### src/rtl/regfile_wb_arbiter_pkg.sv
// Shared types and defaults for the regfile writeback arbiter.
// Both the RTL and the testbench import this package.
package regfile_wb_arbiter_pkg;

  localparam int XLEN     = 32;
  localparam int REG_AW   = 5;
  localparam int MAX_WAIT = 4;

  typedef struct packed {
    logic              valid;
    logic [REG_AW-1:0] rd;
    logic [XLEN-1:0]   data;
  } wb_req_t;

  typedef enum logic [0:0] {
    ALU_PRI = 1'b0,
    MEM_PRI = 1'b1
  } arb_state_e;

endpackage

### src/rtl/regfile_wb_arbiter.sv
// Arbitrates the single regfile write port between the ALU and load writeback paths,
// registers the winning write and exposes a forwarding compare for decode.
module regfile_wb_arbiter
  import regfile_wb_arbiter_pkg::*;
#(
  parameter int XLEN     = regfile_wb_arbiter_pkg::XLEN,
  parameter int REG_AW   = regfile_wb_arbiter_pkg::REG_AW,
  parameter int MAX_WAIT = regfile_wb_arbiter_pkg::MAX_WAIT
) (
  input  logic              clk,
  input  logic              rst,
  input  logic              alu_valid,
  input  logic [REG_AW-1:0] alu_rd,
  input  logic [XLEN-1:0]   alu_data,
  output logic              alu_ready,
  input  logic              mem_valid,
  input  logic [REG_AW-1:0] mem_rd,
  input  logic [XLEN-1:0]   mem_data,
  output logic              mem_ready,
  output logic [REG_AW-1:0] rd_num,
  output logic [XLEN-1:0]   rd_data,
  output logic              reg_w,
  input  logic [REG_AW-1:0] rs1num,
  input  logic [REG_AW-1:0] rs2num,
  output logic              rs1_fwd,
  output logic              rs2_fwd,
  output logic [XLEN-1:0]   fwd_data
);

  localparam int CW = (MAX_WAIT > 1) ? $clog2(MAX_WAIT) : 1;
  localparam logic [CW-1:0] WAIT_LAST  = CW'(MAX_WAIT - 1);
  localparam logic [0:0]    ST_ALU_PRI = ALU_PRI;
  localparam logic [0:0]    ST_MEM_PRI = MEM_PRI;

  logic [0:0]    state;
  logic [CW-1:0] wait_cnt;
  logic          alu_grant;
  logic          mem_grant;
  logic          same_rd;

  // A matching non-zero destination means the load is older; it must land first.
  always_comb begin
    alu_grant = 1'b0;
    mem_grant = 1'b0;
    same_rd   = alu_valid && mem_valid && (alu_rd == mem_rd) && (mem_rd != '0);
    if (!rst) begin
      if (same_rd)
        mem_grant = 1'b1;
      else if (state == ST_MEM_PRI && mem_valid)
        mem_grant = 1'b1;
      else if (alu_valid)
        alu_grant = 1'b1;
      else if (mem_valid)
        mem_grant = 1'b1;
    end
  end

  assign alu_ready = alu_grant;
  assign mem_ready = mem_grant;

  always_ff @(posedge clk) begin
    if (rst) begin
      state    <= ST_ALU_PRI;
      wait_cnt <= '0;
    end else if (mem_grant) begin
      state    <= ST_ALU_PRI;
      wait_cnt <= '0;
    end else if (mem_valid) begin
      if (state == ST_ALU_PRI && wait_cnt == WAIT_LAST)
        state <= ST_MEM_PRI;
      if (wait_cnt != WAIT_LAST)
        wait_cnt <= wait_cnt + 1'b1;
    end else begin
      wait_cnt <= '0;
    end
  end

  // Writes to x0 are consumed but never assert the regfile enable.
  always_ff @(posedge clk) begin
    if (rst) begin
      reg_w   <= 1'b0;
      rd_num  <= '0;
      rd_data <= '0;
    end else if (alu_grant) begin
      reg_w   <= (alu_rd != '0);
      rd_num  <= alu_rd;
      rd_data <= alu_data;
    end else if (mem_grant) begin
      reg_w   <= (mem_rd != '0);
      rd_num  <= mem_rd;
      rd_data <= mem_data;
    end else begin
      reg_w   <= 1'b0;
    end
  end

  assign rs1_fwd  = reg_w && (rd_num == rs1num) && (rs1num != '0);
  assign rs2_fwd  = reg_w && (rd_num == rs2num) && (rs2num != '0);
  assign fwd_data = rd_data;

endmodule

### config.mk
export PLATFORM = sky130hd
export DESIGN_NAME = regfile_wb_arbiter
export DESIGN_NICKNAME = d
export VERILOG_FILES = /design/src/rtl/regfile_wb_arbiter_pkg.sv /design/src/rtl/regfile_wb_arbiter.sv
export SDC_FILE = /design/constraint.sdc
export NUM_CORES = 1
export LEC_CHECK = 0
export CORE_ASPECT_RATIO = 1.75
export CORE_UTILIZATION = 33
export CTS_BUF_LIST = sky130_fd_sc_hd__clkbuf_8
export CTS_CLUSTER_SIZE = 40
export DETAILED_ROUTE_END_ITERATION = 8
export PLACE_DENSITY = 0.89
export REMOVE_ABC_BUFFERS = 1
export SYNTH_ARGS = -nofsm -noshare
export SYNTH_HDL_FRONTEND = slang
export SYNTH_SLANG_ARGS = --single-unit
### constraint.sdc
create_clock -name clk -period 1.8 [get_ports clk]
set_input_delay 0.18 -clock clk [delete_from_list [all_inputs] [get_ports clk]]
set_output_delay 0.18 -clock clk [all_outputs]
set_load 0.01 [all_outputs]
# Word-level counts from Yosys, hierarchy flattened
# Cells that the tools add are included.
# totals
out_inout_bits,74
ff_bits,41
wordCells,45
in_bits,88
# op_classes
n_eq_ne,5
reduce_logical,17
n_mux,15
n_addsub,1
n_bitwise,2
# ops
op,count
$mux W32,2
$reduce_bool A5 Y1,4
$eq A5 B5 Y1,3
$mux W1,11
$mux W5,2
$logic_and A1 B1 Y1,9
$reduce_or A3 Y1,1
$add A2 B1 Y2 const B,1
$eq A2 B2 Y1 const B,1
$ne A2 B2 Y1 const B,1
$not A1 Y1,2
$reduce_and A2 Y1,1
$reduce_bool A2 Y1,1
$reduce_or A2 Y1,1

# Longest topological paths before layout
# depth
ltp_word,7
mapped_depth,7
depth_no_buf,5

# Least setup slack after synthesis
# Ideal clock, no wire load.
# synth_path
kind,in2reg
start,in mem_rd[1]
end,reg rd_num[0]
slack_ns,0.056
path_stages,6
arrival_time_ns,1.658
path_cell_list,or4_1 > o211ai_1 > o21ai_4 > buf_8 > mux2i_1 > a211oi_1
# synth_between
elab_chain_cells,6
# synth_rtl
item,line_no,rtl
start: declaration,regfile_wb_arbiter.sv:17,"input logic [REG_AW-1:0] mem_rd,"
$eq A5 B5 Y1,regfile_wb_arbiter.sv:45,same_rd = alu_valid && mem_valid && (alu_rd == mem_rd) && (mem_rd != '0);
$logic_and A1 B1 Y1,regfile_wb_arbiter.sv:45,
$logic_and A1 B1 Y1 *,regfile_wb_arbiter.sv:45,
$mux W1,regfile_wb_arbiter.sv:47,if (same_rd)
$mux W1,regfile_wb_arbiter.sv:46,if (!rst) begin
$mux W5 / $reduce_bool A2 Y1 (equally long branches),n/a,
end signal: assignment,regfile_wb_arbiter.sv:86,rd_num <= alu_rd;
end signal: assignment,regfile_wb_arbiter.sv:90,rd_num <= mem_rd;
end: declaration,regfile_wb_arbiter.sv:20,"output logic [REG_AW-1:0] rd_num,"
# Mark *: on every way between the ends. The rest lies on a longest branch, timed or not.
# A chain may end at the register's enable or synchronous reset.

# Worst setup path in the final report
# layout_path
start,in mem_rd[2]
end,"reg rd_data[21], in the netlist fwd_data[21]"
# layout_between
elab_chain_cells,6
# layout_rtl
item,line_no,rtl
$eq A5 B5 Y1,regfile_wb_arbiter.sv:45,
$logic_and A1 B1 Y1,regfile_wb_arbiter.sv:45,
$logic_and A1 B1 Y1 *,regfile_wb_arbiter.sv:45,
$mux W1,regfile_wb_arbiter.sv:47,
$mux W1,regfile_wb_arbiter.sv:46,
$mux W32 / $reduce_bool A2 Y1 (equally long branches),n/a,
end signal: assignment,regfile_wb_arbiter.sv:87,rd_data <= alu_data;
end signal: assignment,regfile_wb_arbiter.sv:91,rd_data <= mem_data;
end: declaration,regfile_wb_arbiter.sv:21,"output logic [XLEN-1:0] rd_data,"
# Marked as above.

==> flow_summary.json <==
{
  "status": "finished clean",
  "ctsHoldBuffers": 0,
  "insertion_delay_ns": 0.29,
  "critPathBufInv": 3,
  "grt_pass1_vias": 2525,
  "dp_cells": 459,
  "grt_antenna_before_repair": 0,
  "synth_edf_count": 0,
  "wl_met2_um": 4670,
  "finish.net_count": 484,
  "area_growth_pct": 84.0,
  "critPathSlowestCell": "or4_4",
  "path_class": "input port to flip-flop",
  "die_h_um": 113,
  "fin_area_um2": 4240,
  "yosys.cell_types.count": 29,
  "cpPeakStageDelay_ns": 0.58,
  "finalCritPeriodShare": 0.999,
  "synth_cells": 249,
  "postRouteAntennaNets": 0,
  "place_area_um2": 3780,
  "grt_first_pass_wirelength_um": 12000,
  "io_buffer_count": 161,
  "place_ws_ns": -0.864,
  "firstDrtPassIters": 4,
  "gp_congestion": 0.731,
  "netlist.area_leader.share": 0.356,
  "path_cells": "buf_8 -> xor2_2 -> or4_4 -> o21ai_4 -> buf_6 -> buf_12 -> mux2i_2 -> a211oi_2",
  "routed.top_layer": "met4",
  "dp_hpwl_um": 5470,
  "diodes": 0,
  "clkPwrFrac": 0.223,
  "clk_pin_slew_ns": 0.08,
  "critical_path_arrival_ns": 1.96,
  "grt_overflow_total": 0,
  "final_common_cell": "clkdlybuf4s50_1",
  "yosys_warnings": 0,
  "die_w_um": 65.2,
  "slew_violations": 0,
  "critPathRequiredTime_ns": 1.96,
  "p_sw_mw": 0.739,
  "hold_ws_ns": 0.278,
  "routedWlPerCell_um": 16.8,
  "rsz0062_at_grt": "yes",
  "max_freq_mhz": 556,
  "clock-sinks": 41,
  "critPathCaptureType": "flip-flop",
  "cts_tree": "built",
  "drc": 0,
  "rows": 40,
  "p_seq_frac": 0.410,
  "regArea_um2": 828,
  "cts-root-buf": "clkbuf_8",
  "async_flop_share": 0,
  "worst_pin_slew_ns": 0.498,
  "via_count": 2398,
  "drive_above_1_share": 0.207,
  "finalWirelength_um": 8060,
  "layout_common_cells": "clkdlybuf4s50_1 (145), dfxtp_1 (37), mux2i_1 (33), nor2_1 (30), a211oi_1 (28)",
  "dieArea_um2": 7340,
  "power_mw": 2.58,
  "synth_area_leader_cell": "dfxtp_1",
  "crit_family": "simple AND/OR/NAND/NOR gates",
  "clock_skew_ns": 0.00737,
  "yosysSeqAreaShare": 0.356,
  "initial_core_util": 0.339,
  "grt_start_max_net_pins": 42,
  "crit_path_max_fanout": 7,
  "wl_met3_um": 394,
  "setup_viol": 0,
  "cts-buffers-inserted": 5,
  "hold_viol": 0,
  "clk_path_buf_depth": 2,
  "combPwrFrac": 0.366,
  "core_region_area_um2": 6810,
  "wl_met1_um": 2820,
  "multi_input_area_um2": 1260,
  "grtUsageTotal": 0.215,
  "peakVddDrop_uv": 378,
  "htreeDepth": 2,
  "utilization": 0.623,
  "p_int_mw": 1.84,
  "period_needed_ns": 1.80,
  "cellLeakagePower_nw": 1.62,
  "swShare": 0.287,
  "drtIter0Drc": 113,
  "io_pins": 162,
  "cap_viol_max_count": 0,
  "syn-mean-instance-area_um2": 9.26,
  "hold_class": "input port to flip-flop",
  "synth_area_leaders": "dfxtp_1 (36%), mux2i_1 (17%), a211oi_1 (12%)",
  "tns_ns": 0,
  "setup.worst_path.start_class": "input port",
  "fin_cells": 480,
  "powerDensity_nw_per_um2": 607,
  "viasPerCell": 5.00,
  "synth_flop_cell": "dfxtp_1",
  "timing.final.ws_setup_ns": 0.00220,
  "slew_headroom": 0.668,
  "syn_area_um2": 2300,
  "fill_cells": 587,
  "synth-seq-cells": 41
}
-- layout make-up --
class / instances / area share
Timing Repair Buffer: 188 / 0.461
Multi-Input combinational cell: 157 / 0.298
Sequential cell: 41 / 0.195
Tap cell: 84 / 0.0248
Clock buffer: 5 / 0.0162
Clock inverter: 3 / 0.00325
Inverter: 2 / 0.00177
-- metal layers --
| layer | vias to the layer above | GRT usage |
|---|---|---|
| met5 | - | 0 |
| met4 | 0 | 0.0797 |
| met3 | 16 | 0.0437 |
| met2 | 98 | 0.422 |
| met1 | 1134 | 0.210 |
| li1 | 1150 | - |
-- path summary, 6_finish.rpt --
kind | from | to | slack (ns) | depth (start not counted)
worst max-delay path | mem_rd[2] | fwd_data[21] | 0.002 | 8
worst min-delay path | mem_rd[3] | rd_num[3] | 0.28 | 3
worst max register to register | state | fwd_data[12] | 0.14 | 6
worst min register to register | state | state | 0.54 | 2
-- cells in the mapped netlist (3+ instances only) --
cell type and count:
o21ai_0 3, buf_4 33, clkbuf_1 7, a211oi_1 38
buf_2 4, a21oi_1 4, mux2i_1 38, nor3_1 5
buf_8 3, dfxtp_1 41, xor2_1 10, xnor2_1 4
nor2_1 39
-- what timing repair did --
item                       CTS  global route
buffers inserted             7             1
gates cloned                 6             0
setup endpoints to repair   45            35
gates resized for setup     69            40
pin swaps                   15            10
-- kinds of logic after synthesis --
| group | synth area share |
|---|---|
| and+or+nand+nor | 0.107 |
| buffers and inverters | 0.157 |
| AOI/OAI and AO/OA | 0.156 |
| DFF | 0.356 |
| muxes | 0.165 |
| xor gates and xnor gates | 0.0532 |
| adders and majority gates | 0.00543 |
-- power groups by stage --
stage	Clock (mW)	Combinational [mW]	Sequential [mW]
2_1_floorplan	0	0.215	1.12
5_1_grt	0.629	0.995	1.07
6_report	0.575	0.944	1.06
3_3_place_gp	0	0.799	1.07
4_1_cts	0.599	0.920	1.05
3_5_place_dp	0	0.816	1.07
-- registers in the layout, summed over array words and instances (netlist names) --
name      flops
state         1
rd_num        5
reg_w         1
wait_cnt      2
fwd_data     32
-- tightest hold or removal path: stages --
cell,delay (ns)
buf_2,0.13
mux2i_1,0.13
a211oi_1,0.08
Power figures use the tool's default switching activity.
